[src/rtl/riio_ring_pwr_seq.sv]
// riio_ring_pwr_seq: IO ring power sequencer (reset release, driver enable, retention release, reverse power-down, fault trap)
module riio_ring_pwr_seq #(
  parameter int SYNC_STAGES = 2,
  parameter int CNT_W = 16
) (
  input  logic             clk,
  input  logic             rst_n,
  input  logic             vdd_ok_i,
  input  logic             pwr_req_i,
  input  logic [CNT_W-1:0] t_settle_i,
  input  logic [CNT_W-1:0] t_enable_i,
  input  logic             fault_clr_i,
  output logic             ring_rst_no,
  output logic             io_oe_en_o,
  output logic             io_ret_o,
  output logic             ready_o,
  output logic             fault_o,
  output logic [2:0]       state_o
);
  localparam logic [2:0] OFF         = 3'd0;
  localparam logic [2:0] WAIT_SUPPLY = 3'd1;
  localparam logic [2:0] SETTLE      = 3'd2;
  localparam logic [2:0] RING_ON     = 3'd3;
  localparam logic [2:0] ACTIVE      = 3'd4;
  localparam logic [2:0] DRAIN       = 3'd5;
  localparam logic [2:0] FAULT       = 3'd6;
  logic [SYNC_STAGES-1:0] sync_q;
  logic                   vdd_ok_s;
  logic [2:0]             state, nxt;
  logic [CNT_W-1:0]       cnt, t_lat;
  logic                   done;
  assign vdd_ok_s = sync_q[SYNC_STAGES-1];
  assign done = cnt == t_lat;
  // bring the asynchronous supply-good flag into the clk domain
  always_ff @(posedge clk or negedge rst_n)
    if (!rst_n) sync_q <= '0;
    else sync_q <= {sync_q[SYNC_STAGES-2:0], vdd_ok_i};
  // next state; supply loss outranks the power request, illegal codes fall back to OFF
  always_comb begin
    nxt = OFF;
    case (state)
      OFF:         nxt = pwr_req_i ? WAIT_SUPPLY : OFF;
      WAIT_SUPPLY: nxt = !pwr_req_i ? OFF : vdd_ok_s ? SETTLE : WAIT_SUPPLY;
      SETTLE:      nxt = !vdd_ok_s ? WAIT_SUPPLY : !pwr_req_i ? OFF : done ? RING_ON : SETTLE;
      RING_ON:     nxt = !vdd_ok_s ? FAULT : !pwr_req_i ? DRAIN : done ? ACTIVE : RING_ON;
      ACTIVE:      nxt = !vdd_ok_s ? FAULT : !pwr_req_i ? DRAIN : ACTIVE;
      DRAIN:       nxt = !vdd_ok_s ? FAULT : done ? OFF : DRAIN;
      FAULT:       nxt = (fault_clr_i && !pwr_req_i) ? OFF : FAULT;
      default:     nxt = OFF;
    endcase
  end
  // state register
  always_ff @(posedge clk or negedge rst_n)
    if (!rst_n) state <= OFF;
    else state <= nxt;
  // dwell counter restarts on every state entry and parks at the latched limit so it never wraps
  always_ff @(posedge clk or negedge rst_n)
    if (!rst_n) begin
      cnt   <= '0;
      t_lat <= '0;
    end else if (nxt != state) begin
      cnt   <= '0;
      t_lat <= (nxt == SETTLE) ? t_settle_i : t_enable_i;
    end else if (!done) begin
      cnt   <= cnt + 1'b1;
    end
  assign ring_rst_no = (state == RING_ON) || (state == ACTIVE) || (state == DRAIN);
  assign io_oe_en_o  = state == ACTIVE;
  assign io_ret_o    = state != ACTIVE;
  assign ready_o     = state == ACTIVE;
  assign fault_o     = state == FAULT;
  assign state_o     = state;
endmodule

[config.mk]
export PLATFORM = sky130hd
export DESIGN_NAME = riio_ring_pwr_seq
export DESIGN_NICKNAME = d
export VERILOG_FILES = /design/src/rtl/riio_ring_pwr_seq.sv
export SDC_FILE = /design/constraint.sdc
export NUM_CORES = 1
export LEC_CHECK = 0
export CORE_AREA = 2 2 76 78
export DETAILED_ROUTE_END_ITERATION = 10
export DIE_AREA = 0 0 78 80
export PLACE_DENSITY = 0.69
export SYNTH_ARGS = -nofsm -noshare
export SYNTH_HDL_FRONTEND = slang
export SYNTH_SLANG_ARGS = --single-unit
[constraint.sdc]
create_clock -name clk -period 5.2 [get_ports clk]
set_clock_uncertainty 0.2 [all_clocks]
set_input_delay 0.78 -clock clk [delete_from_list [all_inputs] [get_ports clk]]
set_output_delay 0.78 -clock clk [all_outputs]
set_load 0.005 [all_outputs]
; Word-level counts from Yosys, hierarchy flattened
; Index checks and enable logic that the tools add are counted.
[totals]
reg_bits = 37
latchBits = 0
mem_bits_rw = 0
rom_bits = 0
input_bits = 37
out_inout_bits = 8
wordCells = 39
n_memories = 0
[op_classes]
add_sub_neg = 1
n_mul = 0
n_div = 0
order_cmp = 0
eq_ne = 11
shifts = 0
muxes = 18
bitwise = 0
reduce_logical = 5
[op_table]
columns = operator, count
row1 = two-way mux 16 bit, 3
row2 = case mux 3 bit (7 select lines), 1
row3 = two-way mux 3 bit, 6
row4 = "adder 16 x 1 -> 16 bit, second input constant", 1
row5 = equality test 16 bit, 1
row6 = two-way mux 2 bit, 5
row7 = "equality test 3 x 2 -> 1 bit, second input constant", 3
row8 = "equality test 3 bit, second input constant", 3
row9 = "equality test 3 x 1 -> 1 bit, second input constant", 1
row10 = zero test 3 bit, 1
row11 = two-way mux 1 bit, 3
row12 = inequality test 3 bit, 1
row13 = "inequality test 3 bit, second input constant", 1
row14 = logical OR 1 bit, 2
row15 = "inequality test 2 x 1 -> 1 bit, second input constant", 1
row16 = logical AND 1 bit, 1
row17 = zero test 1 bit, 1

; Longest topological paths before layout
[logic_depth]
depth_word = 7
depth_mapped = 10
mapped_depth_nobuf = 7

; Worst setup path before layout
; Ideal clock, no wire load.
[synth_path]
path_type = input-to-reg
from = in pwr_req_i
to = reg t_lat[10]
setup_time_ns = 0.125
arrival_time_ns = 2.521
required_ns = 4.875
path_slack_ns = 2.354
cell_stages = 8
n_path_buf = 2
path_cell_list = clkbuf_8 -> or4b_2 -> nand4_1 -> a21oi_2 -> nand4_4 -> buf_6 -> mux2_4 -> mux2_4
[synth_between]
elab_chain_cells = 6
word_cells_on_any_way = 15
cone_classes = 2 x eq/ne / 11 x mux / 2 x reduce/logical
[synth_lines]
columns = element, line_no
row1 = from (decl), 9  ; input logic pwr_req_i,
row2 = zero test 1 bit, 48  ; FAULT: nxt = (fault_clr_i && !pwr_req_i) ? OFF : FAULT;
row3 = logical AND 1 bit, 48
row4 = two-way mux 3 bit, 48
row5 = case mux 3 bit (7 select lines) (*), 41  ; case (state)
row6 = equality test 3 x 2 -> 1 bit, 63  ; t_lat <= (nxt == SETTLE) ? t_settle_i : t_enable_i;
row7 = two-way mux 16 bit, 63
row8 = to (signal assigned), 63
row9 = to (decl), 30  ; logic [CNT_W-1:0] cnt, t_lat;
; Mark *: on every way between the ends. The rest lies on a longest branch, timed or not.
; A chain may end at the register's enable or synchronous reset.

; Final worst setup path
[layout_path]
from = in pwr_req_i
to = reg t_lat[14]
[layout_between]
elab_chain_cells = 6
word_cells_on_any_way = 15
cone_classes = 2 x eq/ne / 11 x mux / 2 x reduce/logical
[layout_lines]
columns = element, line_no
row1 = zero test 1 bit, 48
row2 = logical AND 1 bit, 48
row3 = two-way mux 3 bit, 48
row4 = case mux 3 bit (7 select lines) (*), 41
row5 = via nxt[1], 29  ; logic [2:0] state, nxt;
row6 = equality test 3 x 2 -> 1 bit, 63
row7 = two-way mux 16 bit, 63
; The timed path passes the listed nets; every way through them passes the cells marked *.

==> results.toml <==
[run_status]
outcome = "completed"

[sta]
finalHoldViolations = 0
post-route-period-util_pct = 70.96
max-slew-margin-rel_pct = 33.17
timing.setup.tns_ns = 0
maxSlewViolCount = 0
final_period_minus_worst_setup_slack_ns = 3.690
timing.final.setup_violations = 0
rsz_0062_raised_after_global_routing = "false"
tightest_slew_ns = 1.002
fin_ws_ns = 1.510
maxClockFrequency_ghz = 0.2710

[setup_path]
setup.worst_path.end = "t_lat[14]$_DFFE_PN0P_"
worstSetupPathType = "input port to flop"
cp_slowest_stage_delay_ns = 0.77
cp-start-kind = "input port"
critical_path_cell_count = 8
path_buf_inv = 2
crit_fanout = 19
cp.arrival_ns = 3.67
cpLargestDelayFamily = "compound AO/OA/AOI/OAI gates"
worstSetupStartpoint = "pwr_req_i"
timing.rr.start = "cnt[11]$_DFFE_PN0P_"
cp.required_ns = 5.18
worst-r2r-cell-count = 8
crit_path_cells = "clkdlybuf4s50_1 > nand2b_1 > a22oi_1 > o221ai_1 > a31o_2 > o21ai_2 > buf_4 > mux2_2"
r2r_setup_slack_ns = 1.77
critical_path.endpoint_type = "flop"
critical_path_top_delay_cell = "sky130_fd_sc_hd__o21ai_2"
worst_r2r_endpoint = "t_lat[14]$_DFFE_PN0P_"

[clocking]
cts_tree = "yes"
clock-root-buffer = "sky130_fd_sc_hd__clkbuf_8"
clock_sink_count = 37
cts.reportedPaths.clkPinSlew_ns = 0.07
hold_bufs_inserted_after_cts = 0
cts_buffers = 5
skew_pair_late_insertion_delay_ns = 0.29
cts.repair.resized = 0
number_of_buffers_between_clock_root_and_the_deepest_sink = 2
post_cts.repair.setup_buffers = 0
ctsHtreeMaxLevel = 2

[synthesis]
yosys.area.top_type = "sky130_fd_sc_hd__dfrtp_1"
yosys_warnings = 0
synth.distinct_cells = 42
synth_sequential_area_ratio_pct = 39.64
syn-num-nets = 251
synth_ff_type = "sky130_fd_sc_hd__dfrtp_1"
netlist_instances = 213
postSynthAreaPerCell_um2 = 10.97
synth_edf_count = 0
flops_latches_synth = 37
post-synth-top-area-fraction_pct = 39.64
biggest_area_contributors_in_the_synthesized_netlist = "sky130_fd_sc_hd__dfrtp_1 40%, sky130_fd_sc_hd__mux2_4 13%, sky130_fd_sc_hd__xor2_1 8.6%, sky130_fd_sc_hd__mux2_2 5.8%, sky130_fd_sc_hd__nor2_1 4.8%"
ys_async_sr_fraction_pct = 100.0
synth_area_um2 = 2336

[final_layout]
sequential_cell_area_um2 = 925.9
nets = 293
syn2layout_area_growth_pct = 22.55
num_antenna_cells = 0
final_layout_size_suffix_gt1_share_pct = 21.48
layoutNonFillerInstCount = 328
fin_util_pct = 52.96
multi_input_area_um2 = 1286
nFillCells = 515

[power]
power_frac_clock_pct = 14.7
power.share.sequential_pct = 36.1
relative_contribution_of_combinational_cells_to_total_power_pct = 49.2
power.ir.vdd_worst_uv = 201.4
total_power_mw = 1.319
leakage_nw = 1.257
total_switching_power_uw = 472.1
cell_internal_pwr_uw = 847.2
p_per_area_nw_per_um2 = 460.8
swShare_pct = 35.78

[placed_design]
numPortBuffers = 44
dp_cells = 320
place.detailed.hpwl_um = 3179
place_ws_ns = 1.188
finalWeightedCongestion = 0.7971

[global_routing]
wire_length_of_the_first_global_routing_pass_um = 7548
number_of_antenna_violations_at_the_first_check_in_global_routing = 0
grt_overflow = 0
maximum_number_of_pins_on_one_net_before_global_route_repair = 38
gr-usage-all-layers_pct = 15.38
number_of_global_route_vias_before_repair = 1661

[routing]
avgViaCountPerCell = 4.954
number_of_remaining_drc_errors = 0
dr_total_vias = 1625
number_of_drc_markers_in_iteration_0 = 42
routed_wirelength_um = 4277
drt_pre_antenna_iters = 4
detail_route.wl_per_cell_um = 13.04
antenna_violating_nets_post_route = 0

[die]
rows = 27
core_area_um2 = 5405
floorplan.die_area_um2 = 6240
dieWidth_um = 78
io_pins = 45
initial_core_util_pct = 43.22
die_y_um = 80

[flow_run]
cap_viol_max_count = 0

[worst_hold_path]
hold_path.class = "flop to flop"
-- metal layers --
layer	vias up	share of wire (%)	track usage, %	wire length (µm)
met5	-	0	0	0
met4	0	1.1	4.561	49
met3	5	5.8	3.733	250
met2	44	48	25.86	2035
met1	757	45	19.70	1941
li1	819	-	-	-
-- layout by cell type, fill, tap and decap left out, types with 2 or more instances in the layout --
cell type	instances
sky130_fd_sc_hd__nand2_1	13
sky130_fd_sc_hd__buf_4	3
sky130_fd_sc_hd__mux2i_1	2
sky130_fd_sc_hd__a21oi_1	4
sky130_fd_sc_hd__nor4_1	2
sky130_fd_sc_hd__nand2b_1	2
sky130_fd_sc_hd__nand4_1	6
sky130_fd_sc_hd__inv_1	3
sky130_fd_sc_hd__nor3_1	4
sky130_fd_sc_hd__nor4_2	2
sky130_fd_sc_hd__o21ai_0	4
sky130_fd_sc_hd__clkdlybuf4s50_1	44
sky130_fd_sc_hd__a31oi_1	2
sky130_fd_sc_hd__dfrtp_1	37
sky130_fd_sc_hd__mux2_2	12
sky130_fd_sc_hd__and3_2	2
sky130_fd_sc_hd__and3_1	3
sky130_fd_sc_hd__clkinv_2	2
sky130_fd_sc_hd__nand3_1	4
sky130_fd_sc_hd__nor2_1	30
sky130_fd_sc_hd__xor2_1	23
sky130_fd_sc_hd__mux2_4	20
sky130_fd_sc_hd__xnor2_1	7
sky130_fd_sc_hd__nor2b_1	3
sky130_fd_sc_hd__clkbuf_8	5
-- cell type report --
cell class / instances / share of cell area [%]
Tap cell: 72 / 3.147
Sequential cell: 37 / 32.34
Multi-Input combinational cell: 161 / 44.93
Clock buffer: 5 / 2.404
Inverter: 3 / 0.3934
Clock inverter: 3 / 0.6119
Timing Repair Buffer: 47 / 16.17
-- power by group through the flow --
stage | Combinational (mW) | Sequential [mW] | Clock [mW]
after floorplan | 0.571 | 0.439 | 0
after global placement | 0.649 | 0.483 | 0
after detailed placement | 0.658 | 0.483 | 0
after CTS | 0.660 | 0.477 | 0.200
after global routing | 0.709 | 0.493 | 0.215
final | 0.649 | 0.476 | 0.194
-- worst reg2reg max path, delay by kind of cell, from the launching register on --
kind	cells	cell delay (ns)
compound gates	2	1.05
buf+inv	2	0.58
simple gates	2	0.53
flops	1	0.44
mux	1	0.35
xor+xnor	1	0.17
-- metrics by stage --
stage / instance area, µm² / hold slack, ns
floorplan: 2336 / 0.1312
global placement: 2776 / 0.1343
detailed placement: 2776 / 0.1347
CTS: 2863 / 0.1514
global route: 2863 / 0.1660
finish: 2863 / 0.1506
-- synthesized netlist by cell type, types with 2 or more instances --
| cell type | n |
|---|---|
| sky130_fd_sc_hd__a21oi_1 | 4 |
| sky130_fd_sc_hd__a31oi_1 | 2 |
| sky130_fd_sc_hd__and3_1 | 3 |
| sky130_fd_sc_hd__and3_2 | 2 |
| sky130_fd_sc_hd__buf_6 | 3 |
| sky130_fd_sc_hd__clkbuf_1 | 3 |
| sky130_fd_sc_hd__clkbuf_8 | 4 |
| sky130_fd_sc_hd__dfrtp_1 | 37 |
| sky130_fd_sc_hd__inv_1 | 3 |
| sky130_fd_sc_hd__mux2_2 | 12 |
| sky130_fd_sc_hd__mux2_4 | 20 |
| sky130_fd_sc_hd__mux2i_1 | 2 |
| sky130_fd_sc_hd__nand2_1 | 13 |
| sky130_fd_sc_hd__nand2b_1 | 2 |
| sky130_fd_sc_hd__nand3_1 | 4 |
| sky130_fd_sc_hd__nand4_1 | 6 |
| sky130_fd_sc_hd__nor2_1 | 30 |
| sky130_fd_sc_hd__nor2b_1 | 3 |
| sky130_fd_sc_hd__nor3_1 | 4 |
| sky130_fd_sc_hd__nor4_1 | 2 |
| sky130_fd_sc_hd__nor4_2 | 2 |
| sky130_fd_sc_hd__o21ai_0 | 4 |
| sky130_fd_sc_hd__xnor2_1 | 7 |
| sky130_fd_sc_hd__xor2_1 | 23 |
-- flip-flops by register name (all words and copies together), names as in the netlist --
register / count
cnt: 16
t_lat: 16
state_o: 3
sync_q: 2
-- cells by family after synthesis --
logic type / synth area share, %
muxes: 20.46
xor gates and xnor gates: 11.94
DFF: 39.64
adders and majority gates: 0.5355
AOI/OAI and AO/OA: 4.768
buffers and inverters: 5.302
and+or+nand+nor: 17.35
-- worst min path at each step --
stage                        start                   to  slack, ns  cells after the start
2_1_floorplan  sync_q[0]$_DFF_PN0_  sync_q[1]$_DFF_PN0_       0.13                      0
3_3_place_gp   sync_q[0]$_DFF_PN0_  sync_q[1]$_DFF_PN0_       0.13                      0
3_5_place_dp   sync_q[0]$_DFF_PN0_  sync_q[1]$_DFF_PN0_       0.13                      0
4_1_cts        sync_q[0]$_DFF_PN0_  sync_q[1]$_DFF_PN0_       0.15                      0
5_1_grt        sync_q[0]$_DFF_PN0_  sync_q[1]$_DFF_PN0_       0.17                      0
6_report       sync_q[0]$_DFF_PN0_  sync_q[1]$_DFF_PN0_       0.15                      0
Note: power is estimated with default switching activity, not from simulation.
